<file path="src/rtl/req_ack_pkg.sv">
// Shared types for the request/acknowledge responder.
// The state enum is exported on a debug port; pend_w sizes the backlog count.
package req_ack_pkg;

  typedef enum logic [1:0] {
    IDLE    = 2'd0,
    STALLED = 2'd1,
    DRAIN   = 2'd2
  } state_t;

  function automatic int pend_w(input int depth);
    return $clog2(depth + 1);
  endfunction

endpackage

</file>
<file path="src/rtl/req_ack_responder_sat_counter.sv">
// Saturating up-counter with synchronous clear.
// Clear has priority over increment; the count holds once it reaches MAX.
module sat_counter #(
  parameter int            W   = 8,
  parameter logic [W-1:0]  MAX = '1
) (
  input  logic         clk,
  input  logic         reset,
  input  logic         inc,
  input  logic         clr,
  output logic [W-1:0] q
);

  logic [W-1:0] cnt_q;
  logic [W-1:0] cnt_d;

  always_comb begin
    cnt_d = cnt_q;
    if (clr) begin
      cnt_d = '0;
    end else if (inc && (cnt_q != MAX)) begin
      cnt_d = cnt_q + 1'b1;
    end
  end

  always_ff @(posedge clk or posedge reset) begin
    if (reset) begin
      cnt_q <= '0;
    end else begin
      cnt_q <= cnt_d;
    end
  end

  assign q = cnt_q;

endmodule

</file>
<file path="src/rtl/req_ack_responder.sv">
// Request/acknowledge responder: one registered ack per request,
// backlogged under stall, with sticky overflow/timeout flags.
module req_ack_responder
  import req_ack_pkg::*;
#(
  parameter int DEPTH     = 8,
  parameter int MAX_STALL = 16,
  parameter int CNT_W     = 16,
  localparam int PW       = pend_w(DEPTH)
) (
  input  logic             clk,
  input  logic             reset,
  input  logic             a,
  input  logic             stall,
  input  logic             clr_err,
  output logic             b,
  output logic [PW-1:0]    pend_cnt,
  output logic             busy,
  output logic             overflow,
  output logic             timeout,
  output logic [CNT_W-1:0] ack_total,
  output state_t           state
);

  localparam int EW = $clog2(DEPTH + 2);
  localparam int SW = $clog2(MAX_STALL + 2);

  logic          b_q, b_d;
  logic [PW-1:0] pend_q, pend_d;
  logic          ovf_q, ovf_d;
  logic          tmo_q, tmo_d;
  state_t        state_q, state_d;

  logic [EW-1:0] e;
  logic          ovf_ev;
  logic          tmo_ev;
  logic          stall_inc;
  logic          stall_clr;
  logic [SW-1:0] stall_cnt;

  sat_counter #(
    .W   (SW),
    .MAX (SW'(MAX_STALL + 1))
  ) u_stall_cnt (
    .clk   (clk),
    .reset (reset),
    .inc   (stall_inc),
    .clr   (stall_clr),
    .q     (stall_cnt)
  );

  sat_counter #(
    .W   (CNT_W),
    .MAX ('1)
  ) u_ack_total (
    .clk   (clk),
    .reset (reset),
    .inc   (b_d),
    .clr   (1'b0),
    .q     (ack_total)
  );

  always_comb begin
    e         = EW'(pend_q) + EW'(a);
    b_d       = 1'b0;
    pend_d    = pend_q;
    ovf_ev    = 1'b0;
    stall_inc = stall && (pend_q != '0);
    stall_clr = !stall_inc;
    // timeout fires only on the transition into the saturated count
    tmo_ev    = stall_inc && (stall_cnt == SW'(MAX_STALL));

    if (!stall) begin
      if (e != '0) begin
        b_d    = 1'b1;
        pend_d = PW'(e - EW'(1));
      end
    end else if (e > EW'(DEPTH)) begin
      pend_d = PW'(DEPTH);
      ovf_ev = 1'b1;
    end else begin
      pend_d = PW'(e);
    end

    ovf_d = (ovf_q && !clr_err) || ovf_ev;
    tmo_d = (tmo_q && !clr_err) || tmo_ev;

    state_d = state_q;
    unique case (state_q)
      IDLE: begin
        if (stall && a) state_d = STALLED;
      end
      STALLED: begin
        if (pend_d == '0)  state_d = IDLE;
        else if (!stall)   state_d = DRAIN;
      end
      DRAIN: begin
        if (pend_d == '0)  state_d = IDLE;
        else if (stall)    state_d = STALLED;
      end
      default: state_d = IDLE;
    endcase
  end

  always_ff @(posedge clk or posedge reset) begin
    if (reset) begin
      b_q     <= 1'b0;
      pend_q  <= '0;
      ovf_q   <= 1'b0;
      tmo_q   <= 1'b0;
      state_q <= IDLE;
    end else begin
      b_q     <= b_d;
      pend_q  <= pend_d;
      ovf_q   <= ovf_d;
      tmo_q   <= tmo_d;
      state_q <= state_d;
    end
  end

  assign b        = b_q;
  assign pend_cnt = pend_q;
  assign busy     = (pend_q != '0);
  assign overflow = ovf_q;
  assign timeout  = tmo_q;
  assign state    = state_q;

endmodule
</file>
<file path="config.mk">
export PLATFORM = sky130hd
export DESIGN_NAME = req_ack_responder
export DESIGN_NICKNAME = d
export VERILOG_FILES = /design/src/rtl/req_ack_pkg.sv /design/src/rtl/req_ack_responder_sat_counter.sv /design/src/rtl/req_ack_responder.sv
export SDC_FILE = /design/constraint.sdc
export NUM_CORES = 1
export LEC_CHECK = 0
export CORE_ASPECT_RATIO = 2
export CORE_MARGIN = 5
export CORE_UTILIZATION = 53
export CTS_CLUSTER_SIZE = 24
export DETAILED_ROUTE_END_ITERATION = 6
export MAX_ROUTING_LAYER = met4
export PLACE_DENSITY = 0.8
export REMOVE_ABC_BUFFERS = 1
export SLEW_MARGIN = 20
export SYNTH_ARGS = -nofsm -noshare
export SYNTH_HDL_FRONTEND = slang
export SYNTH_HIERARCHICAL = 1
export SYNTH_SLANG_ARGS = --single-unit
export TNS_END_PERCENT = 100
</file>
<file path="constraint.sdc">
create_clock -name clk -period 4 [get_ports clk]
set_input_delay 0.6 -clock clk [delete_from_list [all_inputs] [get_ports clk]]
set_output_delay 0.6 -clock clk [all_outputs]
set_load 0.005 [all_outputs]
</file>
== Word level (Yosys, flattened, before mapping) ==
Cells that the tools add are included.

* Output and inout bits: 26
* Register bits after elaboration: 30

* $lt $le $gt $ge: 1
* Eq/ne operators: 9
* Mux-type cells: 15
* Add/sub/neg operators: 4
* Reductions and logical operators: 15

{| class="wikitable"
|+ Operators by type and width
! operator !! number
|-
| $add A16 B1 Y16 const B || 1
|-
| $ne A16 B16 Y1 const B || 1
|-
| $mux W4 || 3
|-
| $mux W2 || 5
|-
| $mux W5 || 2
|-
| $reduce_bool A4 Y1 || 2
|-
| $logic_and A1 B1 Y1 || 7
|-
| $ne A3 B3 Y1 const B || 2
|-
| $pmux W2 S3 || 1
|-
| $add A5 B1 Y5 const B || 1
|-
| $eq A5 B5 Y1 const B || 1
|-
| $ne A5 B5 Y1 const B || 1
|-
| $add A4 B1 Y4 || 1
|-
| $gt A4 B4 Y1 const B || 1
|-
| $logic_not A4 Y1 || 1
|-
| $mux W1 || 4
|-
| $ne A2 B2 Y1 const B || 2
|-
| $sub A4 B1 Y4 const B || 1
|-
| $reduce_and A3 Y1 || 1
|-
| $eq A2 B1 Y1 const B || 1
|-
| $eq A2 B2 Y1 const B || 1
|-
| $logic_not A2 Y1 || 1
|-
| $logic_or A1 B1 Y1 || 2
|-
| $logic_not A1 Y1 || 1
|}

== Longest topological paths before layout ==
* Depth after elaboration: 7
* Gate-level depth with buffers: 13
* Mapped depth without buffers: 11

== Hierarchy ==
The synthesis kept the hierarchy.

{| class="wikitable"
|+ Modules (own cells, without submodules)
! module !! cells each !! area each (um^2) !! seq. area each (um^2) !! times used
|-
| sat_counter at u_ack_total || 101 || 932.1 || 400.4 || 1
|-
| req_ack_responder || 73 || 661.9 || 225.2 || 1
|-
| sat_counter at u_stall_cnt || 29 || 287.8 || 125.1 || 1
|}

== Least setup slack after synthesis ==
No wires, ideal clock.

* Path type: input port to flip-flop
* Start: input port a
* End: register u_ack_total.cnt_q[13] (netlist: u_ack_total/q[13])
* Slack: 0.829 ns
* Cell stages on the path: 13
* Required time: 3.923 ns
* Library setup time: 0.077 ns
* Arrival: 3.094 ns
* Buffers on the path: 2
* Path through: ha_1 ha_1 inv_1 ha_1 clkbuf_1 nand2_1 nor2_1 nor2_1 clkbuf_2 nand3_1 or4_4 or4_1 a21oi_1

* Longest elaborated chain between the ends: 5

{| class="wikitable"
|+ Ends and longest elaborated chain
! what !! RTL line !! RTL
|-
| start: declaration || req_ack_responder.sv:13 || <nowiki>input logic a,</nowiki>
|-
| $add A4 B1 Y4 || req_ack_responder.sv:64 || <nowiki>e = EW'(pend_q) + EW'(a);</nowiki>
|-
| $reduce_bool A4 Y1 || req_ack_responder.sv:74 || <nowiki>if (e != '0) begin</nowiki>
|-
| $mux W1 || req_ack_responder.sv:74 ||
|-
| $mux W1 || req_ack_responder.sv:73 || <nowiki>if (!stall) begin</nowiki>
|-
| via b_d || req_ack_responder.sv:28 || <nowiki>logic b_q, b_d;</nowiki>
|-
| $logic_and A1 B1 Y1 || req_ack_responder_sat_counter.sv:21 || <nowiki>end else if (inc && (cnt_q != MAX)) begin</nowiki>
|-
| end signal: assignment || req_ack_responder_sat_counter.sv:30 || <nowiki>cnt_q <= cnt_d;</nowiki>
|-
| end: declaration || req_ack_responder_sat_counter.sv:14 || <nowiki>logic [W-1:0] cnt_q;</nowiki>
|}

The timed path passes the listed nets, and every way through them passes these cells.
A chain may end at the register's enable or synchronous reset.

== Worst setup path in the final report ==
Ends and elaborated chain as after synthesis.

==> flow_summary_export.csv <==
group,metric,value,unit
timing,rsz0062_at_grt,"false",
die,die_w,52.14,um
layout,drive_above_1_share,0.1159,
global_routing,grt_pass1_wl,7748,um
layout,nFillCells,287,
cts,clk_pin_slew,0.07,ns
timing,whs,0.5286,ns
critical_path,crit_top_cell,"ha_1",
cts,postCtsSetupBuffers,0,
cts,clock_path_buffers,2,
critical_path,worstPathMaxFanout,9,
global_routing,grt_overflow,0,
critical_path,cp-startpoint,"a",
placed_design,io_buffers,30,
critical_path,worstPathRequired,4.20,ns
timing,fin_tns_setup,0,ns
hold_path,hold-path-cell-count,2,
cts,clock_sinks,30,
placed_design,gp_congestion,0.8759,
logic_synthesis,ys_warn_count,6,
placed_design,dp_cells,273,
hold_path,worstHoldStart,"overflow$_DFF_PP0_",
detailed_routing,routed_via_density,6.028,
critical_path,cp-end-kind,"flip-flop",
die,start_util,0.5509,
timing,tightest_slew,0.7231,ns
layout,area_growth,22.67,%
placed_design,dpl_cell_area,2198,um^2
cts,cts-root-buf,"clkbuf_8",
die,fp.dieArea,4915,um^2
detailed_routing,finalWirelength,4622,um
detailed_routing,drtPass1Iterations,4,
placed_design,detailed_place_hpwl,3390,um
logic_synthesis,ys.flop_type,"dfrtp_1",
run,drv_cap,0,
cts,insertion_delay,0.28,ns
die,rows,30,
layout,final_cells,281,
detailed_routing,antenna_left,0,
logic_synthesis,async_flop_share,1.000,
critical_path,r2r_cells,11,
outcome,outcome,"completed",
logic_synthesis,yosys.area.top_type,"dfrtp_1",
critical_path,crit_type,"input pin to flip-flop",
global_routing,grt_pass1_vias,1729,
logic_synthesis,syn_avg_cell_area,9.270,um^2
hold_path,hold_path.class,"flip-flop to flip-flop",
logic_synthesis,netlist_instances,203,
critical_path,r2r_end,"u_ack_total/q[13]$_DFFE_PP0P_",
critical_path,r2r-start,"pend_cnt[0]$_DFF_PP0_",
layout,diodes,0,
timing,slew-limit-headroom,0.5135,
cts,cts_hold_buffers,0,
layout,final_nets,243,
detailed_routing,drc,0,
critical_path,critical_path.slowest_cell,"or4_4",
global_routing,grt_start_max_net_pins,20,
cts,htree_num_levels,2,
timing,setup_viol,0,
timing,fin_crit,3.390,ns
cts,ctsResizeCount,0,
timing,fin_skew,0.004712,ns
pwr,pwr_density_cell,530.4,nW/um^2
critical_path,cp_slowest_stage_delay,0.50,ns
die,core,3416,um^2
timing,max_freq,295.0,MHz
timing,finalHoldViolCount,0,
cts,tritoncts,"yes",
pwr,vdd_ir_drop_max,307.8,uV
critical_path,crit_path_start_kind,"input pin",
logic_synthesis,synth_edf_count,0,
logic_synthesis,ys_types,49,
logic_synthesis,synth_area_leaders,"dfrtp_1 (40%), ha_1 (4.0%), a21oi_1 (3.7%)",
critical_path,worstPathCellList,"clkdlybuf4s50_1, ha_1, ha_1, inv_1, ha_1, nand2_1, nor2_1, nor2_1, nand3_1, or4_4, or4_1, a21oi_1",
timing,final.period_utilization,0.8475,
critical_path,arrival,3.59,ns
logic_synthesis,synth-seq-area-share,0.3989,
pwr,leakagePower,0.9327,nW
timing,finalMaxSlewViolations,0,
detailed_routing,vias,1694,
cts,numCtsBuffers,5,
hold_path,holdPathEnd,"overflow$_DFF_PP0_",
logic_synthesis,synth_top_cell_area_share,0.3989,
die,ios,31,
global_routing,antenna_found_initial,0,
detailed_routing,wire_per_inst,16.45,um
logic_synthesis,ys_seq_elements,30,
critical_path,rrSetupSlack,0.92,ns
detailed_routing,first_iter_violations,33,
global_routing,grt.total_usage,0.2142,
logic_synthesis,mappedNetlistArea,1882,um^2
pwr,total_power,1.224,mW
layout,stdcell_area,2308,um^2
die,die_h,94.27,um
## routing by layer
| metal | wire length (um) | track usage | up-vias |
|---|---|---|---|
| li1 | - | - | 803 |
| met1 | 1741 | 0.2204 | 828 |
| met2 | 2588 | 0.3750 | 53 |
| met3 | 164 | 0.03816 | 10 |
| met4 | 128 | 0.1109 | 0 |
| met5 | 0 | - | - |
## layout by cell type, fill, tap and decap left out, types with 7 or more instances in the layout
| cell | count |
|---|---|
| a21oi_1 | 14 |
| clkbuf_8 | 8 |
| clkdlybuf4s50_1 | 30 |
| dfrtp_1 | 30 |
| inv_1 | 15 |
| nand2_1 | 16 |
| nand3_1 | 11 |
| nor2_1 | 12 |
| o21ai_0 | 7 |
| o31ai_1 | 7 |
| or4_1 | 7 |
## report_power, final
| group | switching (mW) | internal, mW |
|---|---|---|
| clock | 0.117 | 0.174 |
| combinational | 0.258 | 0.253 |
| sequential | 0.0717 | 0.352 |
## flip-flops by register name (all words and copies together) (netlist names)
name and count:
u_ack_total/q 16, timeout 1, state 2, b 1, overflow 1, u_stall_cnt/q 5
pend_cnt 4
## kinds of logic after synthesis
family | share of synthesized area
XOR/XNOR | 0.04655
AO/OA/AOI/OAI | 0.1563
adder cells (fa/ha/maj) | 0.03989
buffers and inverters | 0.05917
other | 0.001993
multiplexers | 0.04853
AND/OR/NAND/NOR | 0.2487
flip-flops | 0.3989
## worst max-delay path, delay by kind of cell
kind                       cells  cell delay, ns
and+or+nand+nor                6            1.47
adders and majority gates      3            0.87
buffers and inverters          2            0.49
AOI/OAI and AO/OA              1            0.17
## cell usage after synthesis (2+ instances only)
cell / n
a211oi_1: 2
a21oi_1: 14
a31oi_1: 3
clkbuf_1: 5
dfrtp_1: 30
ha_1: 6
inv_1: 15
mux2_2: 4
mux2i_1: 2
nand2_1: 16
nand2b_1: 3
nand3_1: 11
nand4_1: 6
nor2_1: 12
nor2b_1: 4
nor3_1: 4
nor4_1: 4
o21ai_0: 7
o22ai_1: 2
o31ai_1: 7
o41ai_1: 2
or2_2: 2
or3_1: 6
or4_1: 7
or4_4: 2
xnor2_1: 2
xor2_1: 3
## how the worst max path moves through the flow
stage	cells after the start	end	slack (ns)
2_1_floorplan	11	u_ack_total/q[13]$_DFFE_PP0P_	0.81
3_3_place_gp	12	u_ack_total/q[13]$_DFFE_PP0P_	0.48
3_5_place_dp	12	u_ack_total/q[13]$_DFFE_PP0P_	0.36
4_1_cts	12	u_ack_total/q[13]$_DFFE_PP0P_	0.66
5_1_grt	12	u_ack_total/q[13]$_DFFE_PP0P_	0.46
6_report	12	u_ack_total/q[13]$_DFFE_PP0P_	0.61
## through the flow
stage / worst slack, ns / util
after CTS: 0.6592 / 0.6758
after global placement: 0.4822 / 0.6436
after global routing: 0.4551 / 0.6758
after detailed placement: 0.3592 / 0.6436
final: 0.6101 / 0.6758
after floorplan: 0.8127 / -
## layout make-up
type / count / area (um^2) / area share
multi-input cells: 148 / 1020 / 0.4417
flip-flops and latches: 30 / 750.7 / 0.3252
repair buffers: 31 / 307.8 / 0.1333
clock buffers: 8 / 110.1 / 0.04770
inverters: 16 / 60.06 / 0.02602
well taps: 48 / 60.06 / 0.02602
No activity file was read; power rests on OpenSTA's default activity.
